**config.mk**
```make
export PLATFORM = sky130hd
export DESIGN_NAME = pwm_multi
export DESIGN_NICKNAME = d
export VERILOG_FILES = /design/src/rtl/pwm_pkg.sv /design/src/rtl/pwm_chan.sv /design/src/rtl/pwm_multi.sv
export SDC_FILE = /design/constraint.sdc
export NUM_CORES = 1
export LEC_CHECK = 0
export BUFFER_PORTS_ARGS = -buffer_cell sky130_fd_sc_hd__buf_2
export CAP_MARGIN = 10
export CORE_ASPECT_RATIO = 0.75
export CORE_MARGIN = 2
export CORE_UTILIZATION = 55
export CTS_BUF_LIST = sky130_fd_sc_hd__clkbuf_4
export CTS_CLUSTER_SIZE = 40
export DETAILED_ROUTE_END_ITERATION = 6
export GPL_TIMING_DRIVEN = 0
export PLACE_DENSITY_LB_ADDON = 0.15
export SYNTH_ARGS = -nofsm -noshare
export SYNTH_HDL_FRONTEND = slang
export SYNTH_SLANG_ARGS = --single-unit
```
**constraint.sdc**
```tcl
create_clock -name clk -period 5.5 [get_ports clk]
set_clock_uncertainty 0.1 [all_clocks]
set_input_delay 1.65 -clock clk [delete_from_list [all_inputs] [get_ports clk]]
set_output_delay 1.65 -clock clk [all_outputs]
set_load 0.02 [all_outputs]
```
**src/rtl/pwm_pkg.sv**
```systemverilog
// Shared types and default parameters for the multi-channel PWM block.
//   pwm_mode_e : counter mode (edge-aligned sawtooth / center-aligned triangle)
//   pwm_dir_e  : counter direction in center mode
package pwm_pkg;

  typedef enum logic {
    PWM_EDGE   = 1'b0,
    PWM_CENTER = 1'b1
  } pwm_mode_e;

  typedef enum logic {
    DIR_UP   = 1'b0,
    DIR_DOWN = 1'b1
  } pwm_dir_e;

  localparam int PWM_W_DEF     = 11;
  localparam int PWM_NCH_DEF   = 2;
  localparam int PWM_BLANK_DEF = 256;

endpackage

```
**src/rtl/pwm_chan.sv**
```systemverilog
// One PWM channel: pending (shadow) duty, active duty and the registered
// compare output.
//   clk, rst_n : clock, async active-low reset
//   duty_in    : requested duty for this channel
//   duty_vld   : strobe loading duty_in into the shadow
//   synch      : last cycle of the period (commit point)
//   pend       : shadow holds an uncommitted value
//   cnt        : shared period counter
//   kill       : force output low (fault latched or fault input high)
//   pwm        : registered PWM output
module pwm_chan #(
  parameter int W = 11
) (
  input  logic         clk,
  input  logic         rst_n,
  input  logic [W-1:0] duty_in,
  input  logic         duty_vld,
  input  logic         synch,
  input  logic         pend,
  input  logic [W-1:0] cnt,
  input  logic         kill,
  output logic         pwm
);

  logic [W-1:0] pend_duty;
  logic [W-1:0] act_duty;

  always_ff @(posedge clk or negedge rst_n) begin
    if (!rst_n) begin
      pend_duty <= '0;
      act_duty  <= '0;
      pwm       <= 1'b0;
    end else begin
      if (duty_vld && !synch) pend_duty <= duty_in;
      // A strobe in the commit cycle bypasses the shadow and wins over it.
      if (synch) begin
        if (duty_vld)  act_duty <= duty_in;
        else if (pend) act_duty <= pend_duty;
      end
      pwm <= (cnt < act_duty) && !kill;
    end
  end

endmodule

```
**src/rtl/pwm_multi.sv**
```systemverilog
// Multi-channel PWM generator with edge/center-aligned modes, double-buffered
// duty updates at period end, fault shutdown and over-current blanking.
//   clk, rst_n    : clock, async active-low reset
//   duty          : NCH packed duties, channel i at [i*W +: W]
//   duty_vld      : one-cycle strobe capturing duty
//   center        : requested mode (0 edge, 1 center), taken at period end
//   fault         : active-high fault input
//   PWM_sig       : registered per-channel outputs
//   PWM_synch     : high in the last cycle of each period
//   OVR_I_blank_n : low during the blanking window at period start
//   duty_ack      : pulse when a new duty becomes active
//   faulted       : latched fault status
module pwm_multi
  import pwm_pkg::*;
#(
  parameter int W     = PWM_W_DEF,
  parameter int NCH   = PWM_NCH_DEF,
  parameter int BLANK = PWM_BLANK_DEF
) (
  input  logic           clk,
  input  logic           rst_n,
  input  logic [NCH*W-1:0] duty,
  input  logic           duty_vld,
  input  logic           center,
  input  logic           fault,
  output logic [NCH-1:0] PWM_sig,
  output logic           PWM_synch,
  output logic           OVR_I_blank_n,
  output logic           duty_ack,
  output logic           faulted
);

  localparam logic [W-1:0] MAX     = '1;
  localparam logic [W-1:0] ONE     = W'(1);
  localparam logic [W-1:0] BLANK_C = W'(BLANK);

  logic [W-1:0] cnt, cnt_nxt;
  pwm_dir_e     dir, dir_nxt;
  pwm_mode_e    mode, mode_nxt, req_mode;
  logic         synch, pend, fault_lat, blank_n;

  assign req_mode = center ? PWM_CENTER : PWM_EDGE;
  assign synch = ((mode == PWM_EDGE) && (cnt == MAX)) ||
                 ((mode == PWM_CENTER) && (dir == DIR_DOWN) && (cnt == ONE));

  // Every period ends with the counter restarting at 0 counting up,
  // which is also where a mode switch takes effect.
  always_comb begin
    cnt_nxt  = cnt + ONE;
    dir_nxt  = dir;
    mode_nxt = mode;
    if (synch) begin
      cnt_nxt  = '0;
      dir_nxt  = DIR_UP;
      mode_nxt = req_mode;
    end else if (mode == PWM_CENTER) begin
      if (dir == DIR_DOWN) begin
        cnt_nxt = cnt - ONE;
      end else if (cnt == MAX) begin
        cnt_nxt = MAX - ONE;
        dir_nxt = DIR_DOWN;
      end
    end
  end

  always_ff @(posedge clk or negedge rst_n) begin
    if (!rst_n) begin
      cnt       <= '0;
      dir       <= DIR_UP;
      mode      <= PWM_EDGE;
      pend      <= 1'b0;
      fault_lat <= 1'b0;
      blank_n   <= 1'b0;
    end else begin
      cnt       <= cnt_nxt;
      dir       <= dir_nxt;
      mode      <= mode_nxt;
      pend      <= synch ? 1'b0 : (duty_vld | pend);
      fault_lat <= fault | (fault_lat & ~synch);
      // Decoded from next state so the window lines up with cnt itself.
      blank_n   <= !((cnt_nxt < BLANK_C) &&
                     ((mode_nxt == PWM_EDGE) || (dir_nxt == DIR_UP)));
    end
  end

  for (genvar i = 0; i < NCH; i++) begin : g_chan
    pwm_chan #(.W(W)) u_chan (
      .clk      (clk),
      .rst_n    (rst_n),
      .duty_in  (duty[i*W +: W]),
      .duty_vld (duty_vld),
      .synch    (synch),
      .pend     (pend),
      .cnt      (cnt),
      .kill     (fault_lat | fault),
      .pwm      (PWM_sig[i])
    );
  end

  assign PWM_synch     = synch;
  assign duty_ack      = synch & (pend | duty_vld);
  assign faulted       = fault_lat;
  assign OVR_I_blank_n = blank_n;

endmodule

```
Yosys cells after proc, flatten, opt, wreduce, memory -nomap -nowiden
Index checks and enable logic that the tools add are counted.
- register bits after elaboration: 62
- input bits: 27
- word-level logic and storage cells: 57
- add/sub/neg operators: 2
- order comparisons: 3
- equal/unequal tests: 2
- multiplexer cells: 15
- bitwise gates (word level): 9
- reduce and logical (&&, ||, !) cells: 14
- operator list (operator ; number):
    $mux 11 ; 8
    $lt 11x11->1 ; 2
    $add 11x1->11 const B ; 1
    $eq 11x1->1 const B ; 1
    $eq 11x11->1 const B ; 1
    $lt 11x9->1 const B ; 1
    $sub 11x1->11 const B ; 1
    $logic_and 1x1->1 ; 7
    $mux 1 ; 7
    $not 1->1 ; 4
    $logic_not 1->1 ; 3
    $or 1x1->1 ; 3
    $and 1x1->1 ; 2
    $logic_or 1x1->1 ; 2
    $reduce_and 2->1 ; 1
    $reduce_bool 2->1 ; 1

Logic depth before layout (Yosys ltp)
- word-level depth: 9
- depth in mapped cells: 9
- gate-level depth less buffers: 8

Hierarchy
Synthesis repeated with hierarchy kept, for this count alone.
- cells, all modules: 356
- area, all modules: 3583.4 um^2
- by module, submodules not included (module ; times used ; cells each ; area an instance (um^2)):
    pwm_chan ; 2 ; 108 ; 1198.6
    pwm_multi ; 1 ; 140 ; 1186.1

Worst setup path after synthesis
Ideal clock, no wire load.
- path type: input -> output
- start: input duty_vld
- end: output duty_ack
- arrival time: 2.247 ns
- data required time: 3.750 ns
- setup slack: 1.503 ns
- cell stages on the path: 2
- buffers on the path: 0
- cells stage by stage: nor2_1 nor2_1
- word-level cells in the longest chain between the ends: 2
- RTL lines (what ; line ; source):
    start: declaration ; pwm_multi.sv:23 ; input logic duty_vld,
    $or 1x1->1 ; pwm_multi.sv:101 ; assign duty_ack = synch & (pend | duty_vld);
    $and 1x1->1 ; pwm_multi.sv:101 ;
    end: declaration ; pwm_multi.sv:29 ; output logic duty_ack,
No other way between the ends.

Final worst setup path
- start: register cnt[1]
- end: output PWM_synch
- word-level cells in the longest chain between the ends: 3
- elaborated cells between the ends (all ways): 5
- classes of those cells: eq/ne: 2; reduce/logical: 3
- RTL lines (what ; line ; source):
    start: declaration ; pwm_multi.sv:37 ; logic [W-1:0] cnt, cnt_nxt;
    start signal: assignment ; pwm_multi.sv:75 ; cnt <= cnt_nxt;
    $eq 11x11->1 / $eq 11x1->1 (equally long branches) ; pwm_multi.sv:43, pwm_multi.sv:44 ;
    $logic_and 1x1->1 (on tied branches) ; pwm_multi.sv:43, pwm_multi.sv:44 ;
    $logic_or 1x1->1 (*) ; pwm_multi.sv:43 ; assign synch = ((mode == PWM_EDGE) && (cnt == MAX)) ||
    end: declaration ; pwm_multi.sv:27 ; output logic PWM_synch,
Every way passes the cells marked *; elsewhere a longest branch is shown, timed or not.

==> results.py <==
metrics = {
    "route": {
        "wirelength_um": 8810,
        "drcViolationCount": 0,
        "avgRoutedWirePerCell_um": 17.8,
        "drt_pre_antenna_iters": 5,
        "antenna_left": 0,
        "vias": 3020,
        "post_drt_via_cell_ratio": 6.11,
        "drtIter0Drc": 215,
    },
    "timing": {
        "drv_slew": 0,
        "max_slew_margin": 0.478,
        "tns_ns": 0,
        "rsz0062_at_grt": "no",
        "setup_violations": 0,
        "finalHoldViolCount": 0,
        "timing.final.crit_share": 0.829,
        "period_minus_slack_ns": 4.56,
        "setup_ws_ns": 0.939,
        "max_freq_mhz": 219,
        "worst_slew_pin_slew_ns": 0.782,
    },
    "placement": {
        "numPortBuffers": 32,
        "gp_congestion": 0.879,
        "dp_hpwl_um": 6280,
        "place_ws_ns": 1.05,
    },
    "critical_path": {
        "arrival_ns": 2.81,
        "crit_fanout": 10,
        "cp_cell_sequence": "ha_1, nand2_1, nor3_4, a21oi_4, inv_1, buf_2, buf_2, buf_2",
        "regToRegEndpoint": "g_chan[1].u_chan.pend_duty[9]",
        "reg2reg_depth": 9,
        "cpMaxStageDelayCell": "dfrtp_1",
        "crit_required_ns": 3.75,
        "startpoint": "cnt[1]",
        "crit_path_end_kind": "primary output",
        "worstSetupStartpointType": "flip-flop",
        "rrSetupSlack_ns": 2.91,
        "crit_type": "reg -> out",
        "cpMostUsedCell": "buf_2",
        "slowest_delay_ns": 0.55,
        "r2r-start": "cnt[1]",
        "endpoint": "PWM_synch",
    },
    "floorplanning": {
        "dieArea_um2": 7360,
        "die_h_um": 74.8,
        "die_w_um": 98.4,
        "core_um2": 6380,
        "num_rows": 25,
        "initial_core_util": 0.576,
        "ioPinCount": 33,
    },
    "cells_and_area": {
        "antenna_cells": 0,
        "fillCellCount": 555,
        "seq_area_um2": 1550,
        "fin_nets": 458,
        "area_delta_synth_final_pct": 10.8,
        "multiInputGateArea_um2": 1870,
        "final_layout_size_suffix_gt1_frac": 0.228,
    },
    "clocking": {
        "insertion_delay_ns": 0.42,
        "htreeDepth": 3,
        "cts_tree": "built",
        "clk_path_buf_depth": 2,
        "root_buffer": "clkbuf_4",
        "cts_sinks": 62,
        "hold_buffers": 0,
        "cts.repair.resized": 0,
        "numCtsBuffers": 9,
        "path_clk_slew_ns": 0.11,
        "cts_setup_buffers": 0,
    },
    "yosys": {
        "ys_types": 51,
        "syn_area_um2": 3670,
        "synth-edff-count": 0,
        "ys_seq_area_frac": 0.422,
        "ys_ff_latch": 62,
        "synthArstFlopShare": 1.00,
        "syn-mean-instance-area_um2": 10.1,
        "yosysWarnings": 0,
        "synth_area_leaders": "dfrtp_1 (42%), mux2_4 (8.2%), ha_1 (7.8%)",
        "yosys.area.top_type": "dfrtp_1",
        "ys.flop_type": "dfrtp_1",
        "netlist.area_leader.share": 0.422,
        "synthCells": 365,
        "synth_nets": 415,
    },
    "grt": {
        "grt_usage": 0.257,
        "antenna_found_initial": 0,
        "grt_overflow": 0,
        "grt_max_degree": 63,
        "grt_pass1_wl_um": 14600,
        "first_global_vias": 2804,
    },
    "pwr": {
        "powerDensity_nw_per_um2": 217,
        "peakVddDrop_uv": 133,
        "p_leak_uw": 0.00192,
    },
    "outcome": {
        "status": "finished clean",
    },
    "worst_hold_path": {
        "worstHoldPathType": "reg -> reg",
        "hold_depth": 1,
    },
    "flow_run": {
        "max_cap_violations": 0,
    },
}
[worst min path at each step]
stage,start,to,slack (ns)
after CTS,g_chan[1].u_chan.pend_duty[5],g_chan[1].u_chan.pend_duty[5],0.43
after global placement,g_chan[1].u_chan.pend_duty[2],g_chan[1].u_chan.pend_duty[2],0.39
final,g_chan[0].u_chan.pend_duty[3],g_chan[0].u_chan.pend_duty[3],0.42
after detailed placement,g_chan[1].u_chan.pend_duty[1],g_chan[1].u_chan.pend_duty[1],0.39
after floorplan,g_chan[0].u_chan.pend_duty[5],g_chan[0].u_chan.pend_duty[5],0.37
after global routing,g_chan[1].u_chan.pend_duty[7],g_chan[1].u_chan.pend_duty[7],0.43
[placed cells by master, fill, tap and decap left out, drive strengths merged, types with 10 or more instances in the layout]
cell type and count:
dfrtp 62, buf 47, nand3 33, inv 26, o21ai 25, ha 23, mux2 22, a21oi 21
clkbuf 21, nor2 18, nand4b 13, nand2 12, nor3 10
[through the flow]
stage | hold slack [ns] | utilization | cell area, µm² | power (µW) | instances
after CTS | 0.425 | 0.638 | 4070 | 887 | 494
after global placement | 0.389 | 0.617 | 3940 | 574 | 478
after floorplan | 0.374 | - | 3670 | 543 | 365
after detailed placement | 0.393 | 0.617 | 3940 | 578 | 478
final | 0.423 | 0.638 | 4070 | 882 | 494
after global routing | 0.432 | 0.638 | 4070 | 919 | 494
[area by class of cell]
cell class                      instances  share of cell area
Multi-Input combinational cell        250               0.460
Timing Repair Buffer                   32              0.0400
Clock inverter                          7              0.0160
Inverter                               26              0.0240
Sequential cell                        62               0.381
Buffer                                 27              0.0369
Clock buffer                            9              0.0166
Tap cell                               81              0.0249
[flip-flops by register name, summed over array words and instances, names as in the netlist]
name,count
OVR_I_blank_n,1
cnt,11
dir,1
faulted,1
g_chan.u_chan.act_duty,22
g_chan.u_chan.pend_duty,22
g_chan.u_chan.pwm,2
mode,1
pend,1
[kinds of logic after synthesis]
| logic type | count (synthesis) | synth area share |
|---|---|---|
| buffers and inverters | 53 | 0.0674 |
| AOI/OAI and AO/OA | 79 | 0.134 |
| xor gates and xnor gates | 3 | 0.00715 |
| DFF | 62 | 0.422 |
| adders and majority gates | 23 | 0.0783 |
| muxes | 23 | 0.0906 |
| and+or+nand+nor | 122 | 0.200 |
[critical path, delay by kind of cell, from the launching register on]
family,cells,cell delay [ns]
adder cells (fa/ha/maj),1,0.29
flip-flops,1,0.55
buffers and inverters,4,0.90
AO/OA/AOI/OAI,1,0.17
AND/OR/NAND/NOR,2,0.48
[cells in the mapped netlist, types with 2 or more instances]
cell type,number
dfrtp_1,62
nand3_1,33
inv_1,26
o21ai_0,25
ha_1,23
a21oi_1,20
mux2_4,20
nor2_1,18
nand4b_1,13
clkbuf_1,12
nand2_1,12
buf_2,9
nor3_1,9
and3b_1,8
o22ai_1,8
a211oi_1,5
a21o_1,5
nand4_1,5
buf_6,4
a22oi_1,3
and3_1,3
nor2b_1,3
xnor2_1,3
a221oi_1,2
and4_1,2
buf_4,2
mux2_2,2
nand2b_1,2
o211ai_1,2
or2_2,2
or4_1,2
[per-layer routing]
| layer | wire (µm) | global-route usage | vias up |
|---|---|---|---|
| met5 | 0 | 0 | - |
| met4 | 119 | 0.0746 | 0 |
| met3 | 586 | 0.0566 | 14 |
| met2 | 3910 | 0.409 | 109 |
| met1 | 4190 | 0.361 | 1474 |
| li1 | - | - | 1423 |
[where the power goes]
group	switching [µW]	internal [µW]	total [µW]	leakage [µW]
Combinational	38.5	44.4	82.9	0.00108
Clock	178	135	313	0.0000731
Sequential	10.4	475	486	0.000762
Total	227	655	882	0.00192
Note: power is estimated with default switching activity, not from simulation.
